<file path="src/rtl/mode_toggle_controller_pkg.sv">
// Shared types and mode codes for the mode toggle controller.
// The mode codes must match the encoding used by the mode FSM.
package mode_toggle_controller_pkg;

    localparam int MTC_MODE_WIDTH = 3;

    localparam logic [MTC_MODE_WIDTH-1:0] STAND_MODE  = 3'd0;
    localparam logic [MTC_MODE_WIDTH-1:0] FIRST_MODE  = 3'd1;
    localparam logic [MTC_MODE_WIDTH-1:0] SECOND_MODE = 3'd2;
    localparam logic [MTC_MODE_WIDTH-1:0] THIRD_MODE  = 3'd3;

    typedef enum logic [2:0] {
        MTC_IDLE     = 3'd0,
        MTC_PRESSED  = 3'd1,
        MTC_HELD     = 3'd2,
        MTC_LOCKOUT  = 3'd3,
        MTC_WAIT_REL = 3'd4
    } mtc_state_e;

    function automatic logic mtc_is_busy(input mtc_state_e state);
        return state != MTC_IDLE;
    endfunction

endpackage

</file>
<file path="src/rtl/mode_toggle_controller_cycle_timer.sv">
// Saturating up-counter with synchronous clear and a programmable terminal value.
// done is high while the count sits at the terminal value.
module cycle_timer #(
    parameter int WIDTH = 8
) (
    input  logic             clk,
    input  logic             rstn,
    input  logic             clr,
    input  logic             en,
    input  logic [WIDTH-1:0] terminal,
    output logic [WIDTH-1:0] count,
    output logic             done
);

    logic [WIDTH-1:0] r_count;

    // Stops at the terminal value so a long hold can never wrap around.
    always_ff @(posedge clk or negedge rstn) begin
        if (!rstn) begin
            r_count <= '0;
        end else if (clr) begin
            r_count <= '0;
        end else if (en && (r_count != terminal)) begin
            r_count <= r_count + WIDTH'(1);
        end
    end

    assign count = r_count;
    assign done  = (r_count == terminal);

endmodule

</file>
<file path="src/rtl/mode_toggle_controller.sv">
// Turns the debounced button level into one-cycle short/long press events,
// one-hot by the mode that was active when the press started.
module mode_toggle_controller
    import mode_toggle_controller_pkg::*;
#(
    parameter int                   MODE_WIDTH     = MTC_MODE_WIDTH,
    parameter int                   NUM_MODES      = 4,
    parameter logic [NUM_MODES-1:0] MODE_EN_MASK   = {NUM_MODES{1'b1}},
    parameter int                   HOLD_CYCLES    = 300_000_000,
    parameter int                   LOCKOUT_CYCLES = 20_000_000
) (
    input  logic                  clk,
    input  logic                  rstn,
    input  logic                  toggle_signal,
    input  logic [MODE_WIDTH-1:0] current_mode,
    output logic [NUM_MODES-1:0]  short_toggle,
    output logic [NUM_MODES-1:0]  long_toggle,
    output logic                  busy
);

    localparam int HOLD_W     = $clog2(HOLD_CYCLES);
    localparam int LOCK_W     = $clog2(LOCKOUT_CYCLES + 1);
    localparam int MODE_SPACE = 2 ** MODE_WIDTH;

    localparam logic [HOLD_W-1:0] HOLD_TERM = HOLD_W'(HOLD_CYCLES - 1);
    localparam logic [LOCK_W-1:0] LOCK_TERM = LOCK_W'(LOCKOUT_CYCLES - 1);

    // Zero-extending the mask over the whole code space also rejects codes >= NUM_MODES.
    localparam logic [MODE_SPACE-1:0] MODE_ACCEPT = MODE_SPACE'(MODE_EN_MASK);

    mtc_state_e              r_state;
    mtc_state_e              w_state_next;
    logic                    r_prev;
    logic [MODE_WIDTH-1:0]   r_latched_mode;
    logic [NUM_MODES-1:0]    r_short;
    logic [NUM_MODES-1:0]    r_long;

    logic                    w_rise;
    logic                    w_mode_ok;
    logic                    w_latch_en;
    logic [NUM_MODES-1:0]    w_latched_onehot;
    logic [NUM_MODES-1:0]    w_short_next;
    logic [NUM_MODES-1:0]    w_long_next;

    logic                    w_hold_clr;
    logic                    w_hold_en;
    logic                    w_hold_done;
    logic [HOLD_W-1:0]       w_hold_count;
    logic                    w_lock_clr;
    logic                    w_lock_en;
    logic                    w_lock_done;
    logic [LOCK_W-1:0]       w_lock_count;
    logic                    w_unused_counts;

    assign w_rise           = toggle_signal & ~r_prev;
    assign w_mode_ok        = MODE_ACCEPT[current_mode];
    assign w_latched_onehot = NUM_MODES'(1) << r_latched_mode;

    assign w_hold_clr = (r_state != MTC_PRESSED);
    assign w_hold_en  = (r_state == MTC_PRESSED) & toggle_signal;
    assign w_lock_clr = (r_state != MTC_LOCKOUT);
    assign w_lock_en  = (r_state == MTC_LOCKOUT);

    cycle_timer #(
        .WIDTH(HOLD_W)
    ) u_hold_timer (
        .clk      (clk),
        .rstn     (rstn),
        .clr      (w_hold_clr),
        .en       (w_hold_en),
        .terminal (HOLD_TERM),
        .count    (w_hold_count),
        .done     (w_hold_done)
    );

    cycle_timer #(
        .WIDTH(LOCK_W)
    ) u_lock_timer (
        .clk      (clk),
        .rstn     (rstn),
        .clr      (w_lock_clr),
        .en       (w_lock_en),
        .terminal (LOCK_TERM),
        .count    (w_lock_count),
        .done     (w_lock_done)
    );

    assign w_unused_counts = ^{w_hold_count, w_lock_count};

    // A mode change mid-press wins over both release and hold expiry.
    always_comb begin
        w_state_next = r_state;
        w_short_next = '0;
        w_long_next  = '0;
        w_latch_en   = 1'b0;
        case (r_state)
            MTC_IDLE: begin
                if (w_rise && w_mode_ok) begin
                    w_latch_en   = 1'b1;
                    w_state_next = MTC_PRESSED;
                end
            end
            MTC_PRESSED: begin
                if (current_mode != r_latched_mode) begin
                    w_state_next = MTC_WAIT_REL;
                end else if (!toggle_signal) begin
                    w_short_next = w_latched_onehot;
                    w_state_next = MTC_LOCKOUT;
                end else if (w_hold_done) begin
                    w_long_next  = w_latched_onehot;
                    w_state_next = MTC_HELD;
                end
            end
            MTC_HELD: begin
                if (!toggle_signal) begin
                    w_state_next = MTC_LOCKOUT;
                end
            end
            MTC_LOCKOUT: begin
                if (w_lock_done) begin
                    w_state_next = MTC_IDLE;
                end
            end
            MTC_WAIT_REL: begin
                if (!toggle_signal) begin
                    w_state_next = MTC_IDLE;
                end
            end
            default: begin
                w_state_next = MTC_IDLE;
            end
        endcase
    end

    // The edge register resets high so a button held through reset is not a press.
    always_ff @(posedge clk or negedge rstn) begin
        if (!rstn) begin
            r_state        <= MTC_IDLE;
            r_prev         <= 1'b1;
            r_latched_mode <= '0;
            r_short        <= '0;
            r_long         <= '0;
        end else begin
            r_state <= w_state_next;
            r_prev  <= toggle_signal;
            r_short <= w_short_next;
            r_long  <= w_long_next;
            if (w_latch_en) begin
                r_latched_mode <= current_mode;
            end
        end
    end

    assign short_toggle = r_short;
    assign long_toggle  = r_long;
    assign busy         = mtc_is_busy(r_state);

endmodule

</file>
<file path="config.mk">
export PLATFORM = sky130hd
export DESIGN_NAME = mode_toggle_controller
export DESIGN_NICKNAME = d
export VERILOG_FILES = /design/src/rtl/mode_toggle_controller_pkg.sv /design/src/rtl/mode_toggle_controller_cycle_timer.sv /design/src/rtl/mode_toggle_controller.sv
export SDC_FILE = /design/constraint.sdc
export NUM_CORES = 1
export LEC_CHECK = 0
export ABC_AREA = 0
export CAP_MARGIN = 20
export CORE_MARGIN = 8
export CORE_UTILIZATION = 26
export DETAILED_ROUTE_END_ITERATION = 8
export SYNTH_ARGS = -nofsm -noshare
export SYNTH_HDL_FRONTEND = slang
export SYNTH_HIERARCHICAL = 1
export SYNTH_SLANG_ARGS = --single-unit
</file>
<file path="constraint.sdc">
create_clock -name clk -period 2.95 [get_ports clk]
set_clock_uncertainty 0.15 [all_clocks]
set_input_delay 0.59 -clock clk [delete_from_list [all_inputs] [get_ports clk]]
set_output_delay 0.59 -clock clk [all_outputs]
set_load 0.02 [all_outputs]
</file>
Yosys cells after proc, flatten, opt, wreduce, memory -nomap -nowiden
Memory sizes are Yosys's and may differ from the RTL's.
Index checks and enable logic that the tools add are counted.

cells by class
  $add $sub $neg = 2
  $mul = 0
  div/mod/pow operators = 0
  order comparisons = 1
  equal/unequal tests = 16
  shift-type cells = 1
  multiplexer cells = 22
  bitwise gates (word level) = 3
  reductions and logical operators = 8

operators with widths
  operator                 count
  $mux W29                 2
  $mux W25                 2
  $add A29 B1 Y29 const B  1
  $eq A29 B29 Y1 const B   1
  $ne A29 B29 Y1 const B   1
  $mux W4                  7
  $add A25 B1 Y25 const B  1
  $eq A25 B25 Y1 const B   1
  $ne A25 B25 Y1 const B   1
  $mux W3                  7
  $pmux W3 S5              1
  $ne A2 B2 Y1 const B     4
  $eq A3 B2 Y1 const B     2
  $reduce_and A5 Y1        1
  $lt A3 B4 Y1 const B     1
  $ne A4 B2 Y1 const B     1
  $reduce_bool A2 Y1       2
  $shl A1 B3 Y4 const A    1
  $eq A3 B1 Y1 const B     1
  $eq A3 B3 Y1 const B     1
  $logic_and A1 B1 Y1      3
  $logic_not A3 Y1         1
  $mux W1                  3
  $ne A3 B1 Y1 const B     1
  other kinds (5)          6

storage, ports and cells
  register bits = 69
  latch bits = 0
  RAM bits = 0
  bits in read-only memories = 8
  input bits = 6
  memories = 1

memory list
  memory           depth  bits a word  read ports  clocked after memory_dff  write ports  RTL line                      text
  (no name shown)  8      1            1           0                         0            mode_toggle_controller.sv:56  assign w_mode_ok = MODE_ACCEPT[current_mode];

Depth between registers and ports, before layout
  word-level depth = 5
  depth in mapped cells = 12
  mapped depth without buffers = 8

Cells and area by module
Netlist, hierarchy kept.

by module, submodules not included
  module                       times used  cells an instance  area an instance (sq um)  seq. area each (sq um)
  cycle_timer at u_hold_timer  1           235                2113.3                    725.7
  cycle_timer at u_lock_timer  1           181                1715.4                    625.6
  mode_toggle_controller       1           68                 671.9                     376.6

Least setup slack after synthesis
No wires, ideal clock.

  path kind = reg-to-reg
  start = register u_hold_timer.r_count[11] (netlist: u_hold_timer/count[11])
  end = register r_state[1]
  library setup time = 0.077 ns
  data arrival time = 2.165 ns
  required time = 2.723 ns
  setup slack = 0.558 ns
  cell stages (with the launch flop) = 12
  period minus slack after synthesis = 2.392 ns
  cells stage by stage = dfrtp_1 > xor2_1 > nor4_1 > nand4_1 > or2_1 > buf_2 > inv_2 > buf_4 > buf_4 > nor2_1 > or3_1 > a21oi_1

on the way
  cells in the longest elaborated chain, start to end = 3

ends and longest elaborated chain
  what                                RTL line                                  text
  start, declared                     mode_toggle_controller_cycle_timer.sv:15  logic [WIDTH-1:0] r_count;
  start signal, assigned              mode_toggle_controller_cycle_timer.sv:24  r_count <= r_count + WIDTH'(1);
  $eq A29 B29 Y1                      mode_toggle_controller_cycle_timer.sv:29  assign done = (r_count == terminal);
  net w_hold_done                     mode_toggle_controller.sv:47              logic w_hold_done;
  $ne A4 B2 Y1 (no source line)       -
  $reduce_and A5 Y1 (no source line)  -
  end signal, assigned                mode_toggle_controller.sv:144             r_state <= w_state_next;
  end, declared                       mode_toggle_controller.sv:31              mtc_state_e r_state;

The timed path passes the listed nets, and every way through them passes these cells.
A chain may end at the register's enable or synchronous reset.

Worst setup path in the final report
  start = register r_state[2]
  end = output busy

on the way
  cells in the longest elaborated chain, start to end = 1

ends and longest elaborated chain
  what                RTL line                          text
  $reduce_bool A3 Y1  mode_toggle_controller_pkg.sv:21  return state != MTC_IDLE;
  end, declared       mode_toggle_controller.sv:18      output logic busy

Every way passes these cells.

==> key figures <==
Place
  – Buffers on Ports: 14
  – Final estimated routing congestion in global placement: 0.7685
  – Dpl hpwl: 6955 um

Floorplan
  – Die Outline Area: 21780 um^2
  – Chip width: 147.6 um
  – Core Box Area: 17120 um^2
  – Std-Cell Rows: 48
  – Initial core utilization: 0.2629
  – Die outline height: 147.6 um
  – Boundary pin count: 15

Clock network
  – Insertion delay to the later sink of the worst-skew pair: 0.34 ns
  – Cts repair resizes: 0
  – Hold-fix buffer count after cts: 0
  – Max H-tree Level: 3
  – Number of buffers created by CTS: 9
  – Post-CTS setup buffer count: 0
  – Clock Tree Buf Depth: 2
  – Clock tree from TritonCTS: done
  – Clock tree root driver cell: sky130_fd_sc_hd__clkbuf_16
  – Register clock-pin slew on the reported worst setup and hold paths: around 0.060 ns
  – Sinks on the clock net: 69

Power
  – Reg power frac: 0.387
  – Clk network pwr share: 0.437
  – Fraction of power spent switching nets: 0.2816
  – Power per Cell Area: 488.3 nW/um^2
  – Combinational Power Share: 0.176
  – Internal power of the cells: 0.001909 W
  – Pleak: 2.304 nW
  – Power dissipated by switching net loads: 0.0007483 W
  – Peak VDD IR: 0.2378 mV

Yosys
  – Average instance area after synthesis: 9.299 um^2
  – Most common library cells after synthesis: sky130_fd_sc_hd__dfrtp_1, sky130_fd_sc_hd__nor2_1, sky130_fd_sc_hd__xor2_1, sky130_fd_sc_hd__nor2b_1, sky130_fd_sc_hd__mux2_2
  – Seq/Total Area, Yosys: 0.3839
  – Most frequently used flop master after synthesis: sky130_fd_sc_hd__dfrtp_1
  – Warning count from the yosys run: 6
  – Post-synth top area share: 0.3781
  – Cell Area, Synth: 4501 um^2
  – Netlist cell types: 56
  – Number of enable flip-flop cells after synthesis: 0
  – Most common cell in the netlist: sky130_fd_sc_hd__dfrtp_1
  – Post-synth top area cell: sky130_fd_sc_hd__dfrtp_1
  – Flops & latches, synth: 69
  – Synth area leaders: sky130_fd_sc_hd__dfrtp_1, sky130_fd_sc_hd__xor2_1, sky130_fd_sc_hd__mux2_2
  – Async set or reset register ratio after synthesis: 1.000
  – Mapped Cells: 484

Worst setup path
  – Required time of the critical path: 2.21 ns
  – Data arrival at the endpoint of the critical path: 1.81 ns
  – Maximum fanout along the worst path: 9
  – Type of the worst setup path: flip-flop to primary output
  – Element type at the critical path end: primary output
  – Launching element type of the critical path: flip-flop

STA
  – Max Clock Freq: 391.8 MHz
  – Final-layout worst hold slack: about 0.092 ns
  – RSZ-0062 raised after global routing: false
  – Max-Slew Margin vs Limit: 0.6223
  – Final number of max-transition violations: 0
  – Fraction of the cycle the final worst path needs: 0.8652
  – Setup violations, final: 0
  – Endpoints failing hold: 0
  – Least-Margin Pin Slew: ~0.57 ns
  – Final sum of negative setup slack: 0 ns
  – Final worst path period need: 2.552 ns

Job
  – Count of max-cap constraint violations: 0

Detailed routing
  – Remaining DRCs: 0
  – Vias/cell: 4.496
  – Count of routing violations after the opening detailed-route iteration: 200
  – Sum of routed wire length over all layers: 9657 um
  – Drt pass-1 iters: 4
  – Average wire length per cell after detail routing: 12.32 um
  – Antenna-violating nets left: 0
  – Via total after detailed routing: 3525

Finish
  – Count of nets after finishing: 562
  – Number of inserted diodes: 0
  – Layout cells sized above 1: 0.1377
  – Layout-stage area growth over the synthesis result: 20.91%
  – Number of fill cells in the layout: 1788

Global route
  – Residual overflow from global routing: 0
  – Via count of the first global-routing pass: 3265
  – GRT Util Overall: 0.09274
  – Wire length of the first global-routing pass: between 15000 and 20000 um
  – Initial antenna violation count: 0
  – Pin count of the biggest net entering global routing: 40

Hold path
  – Hold crit path type: input pin to async pin

Run status
  – Run status: complete, no violations
## placed cells by master, fill, tap and decap left out, types with 4 or more instances in the layout
cell | Yosys | layout
sky130_fd_sc_hd__dfrtp_1 | 68 | 68
sky130_fd_sc_hd__nor2_1 | 54 | 54
sky130_fd_sc_hd__conb_1 | 2 | 54
sky130_fd_sc_hd__xor2_1 | 45 | 45
sky130_fd_sc_hd__nor2b_1 | 31 | 31
sky130_fd_sc_hd__mux2_2 | 29 | 29
sky130_fd_sc_hd__nand2_1 | 26 | 26
sky130_fd_sc_hd__a21oi_1 | 24 | 24
sky130_fd_sc_hd__nand4_1 | 23 | 23
sky130_fd_sc_hd__buf_4 | 6 | 18
sky130_fd_sc_hd__nor4_1 | 15 | 15
sky130_fd_sc_hd__clkdlybuf4s50_1 | 0 | 13
sky130_fd_sc_hd__nand3_1 | 13 | 13
sky130_fd_sc_hd__xnor2_1 | 12 | 12
sky130_fd_sc_hd__o21ai_0 | 12 | 12
sky130_fd_sc_hd__or3_1 | 11 | 11
sky130_fd_sc_hd__o31ai_1 | 11 | 11
sky130_fd_sc_hd__or4_1 | 11 | 11
sky130_fd_sc_hd__nor4b_1 | 10 | 10
sky130_fd_sc_hd__clkbuf_16 | 0 | 9
sky130_fd_sc_hd__nor3_1 | 7 | 7
sky130_fd_sc_hd__and3_1 | 7 | 7
sky130_fd_sc_hd__nand2b_1 | 5 | 5
sky130_fd_sc_hd__inv_1 | 4 | 4
sky130_fd_sc_hd__nor3b_1 | 4 | 4
## metal layers
| metal | GRT usage | routed length (um) | share of wire |
|---|---|---|---|
| met5 | 0 | 0 | 0 |
| met4 | 0.04437 | 195 | 0.020 |
| met3 | 0.02171 | 226 | 0.023 |
| met2 | 0.1468 | 4563 | 0.47 |
| met1 | 0.1170 | 4671 | 0.48 |
## stage by stage
stage	setup slack [ns]	power [W]	cells	instance area, um^2	util
detailed placement	0.3277	0.001521	768	5125	0.2994
global placement	0.3621	0.001515	768	5125	0.2994
floorplan	0.5577	0.001375	536	4696	-
global route	0.2301	0.002806	784	5441	0.3179
finish	0.3976	0.002657	784	5441	0.3179
CTS	0.3717	0.002704	784	5441	0.3179
## power by group through the flow
| stage | clock [W] | combinational, W | sequential, W |
|---|---|---|---|
| floorplan | 0 | 0.000351 | 0.00102 |
| global placement | 0 | 0.000473 | 0.00104 |
| detailed placement | 0 | 0.000476 | 0.00104 |
| CTS | 0.00120 | 0.000478 | 0.00103 |
| global route | 0.00124 | 0.000535 | 0.00103 |
| finish | 0.00116 | 0.000468 | 0.00103 |
## worst max-delay path, cell delays in order, from the launching register on
cell and delay (ns):
sky130_fd_sc_hd__dfrtp_1 0.48, sky130_fd_sc_hd__or3_1 0.41, sky130_fd_sc_hd__clkdlybuf4s50_1 0.58
## path summary, 6_finish.rpt
check / startpoint / endpoint / slack (ns) / cells after the start
worst max-delay path: r_state[2]$_DFFE_PN0P_ / busy / 0.40 / 2
worst min-delay path: rstn / u_lock_timer/count[13]$_DFFE_PN0P_ / 0.09 / 1
worst max register to register: u_hold_timer/count[10]$_DFFE_PN0P_ / u_hold_timer/count[20]$_DFFE_PN0P_ / 0.42 / 8
worst min register to register: r_latched_mode[0]$_DFFE_PN0P_ / r_latched_mode[0]$_DFFE_PN0P_ / 0.37 / 1
max in group asynchronous: rstn / r_prev$_DFF_PN1_ / 1.84 / 2
min in group clk: r_latched_mode[0]$_DFFE_PN0P_ / r_latched_mode[0]$_DFFE_PN0P_ / 0.37 / 1
## kinds of logic after synthesis
logic type,after synthesis,synth area share
compound gates,53,0.07006
xor+xnor,57,0.1109
fa+ha+maj,2,0.005559
buf+inv,29,0.03030
flops,69,0.3839
mux,33,0.08229
other cells,2,0.001669
simple gates,239,0.3153
## registers in the layout, summed over array words and instances, names as in the netlist
register and cells:
long_toggle 4, u_hold_timer/count 29, short_toggle 4, u_lock_timer/count 25
r_prev 1, r_state 3, r_latched_mode 3
## layout make-up
| type | instances | area, um^2 | share of cell area |
|---|---|---|---|
| clock inverters | 5 | 83.83 | 0.01541 |
| multi-input cells | 438 | 2831 | 0.5204 |
| repair buffers | 31 | 265.3 | 0.04875 |
| well taps | 225 | 281.5 | 0.05174 |
| inverters | 5 | 18.77 | 0.003449 |
| clock buffers | 11 | 232.7 | 0.04277 |
| flip-flops and latches | 69 | 1728 | 0.3175 |
Note: power is estimated with default switching activity, not from simulation.
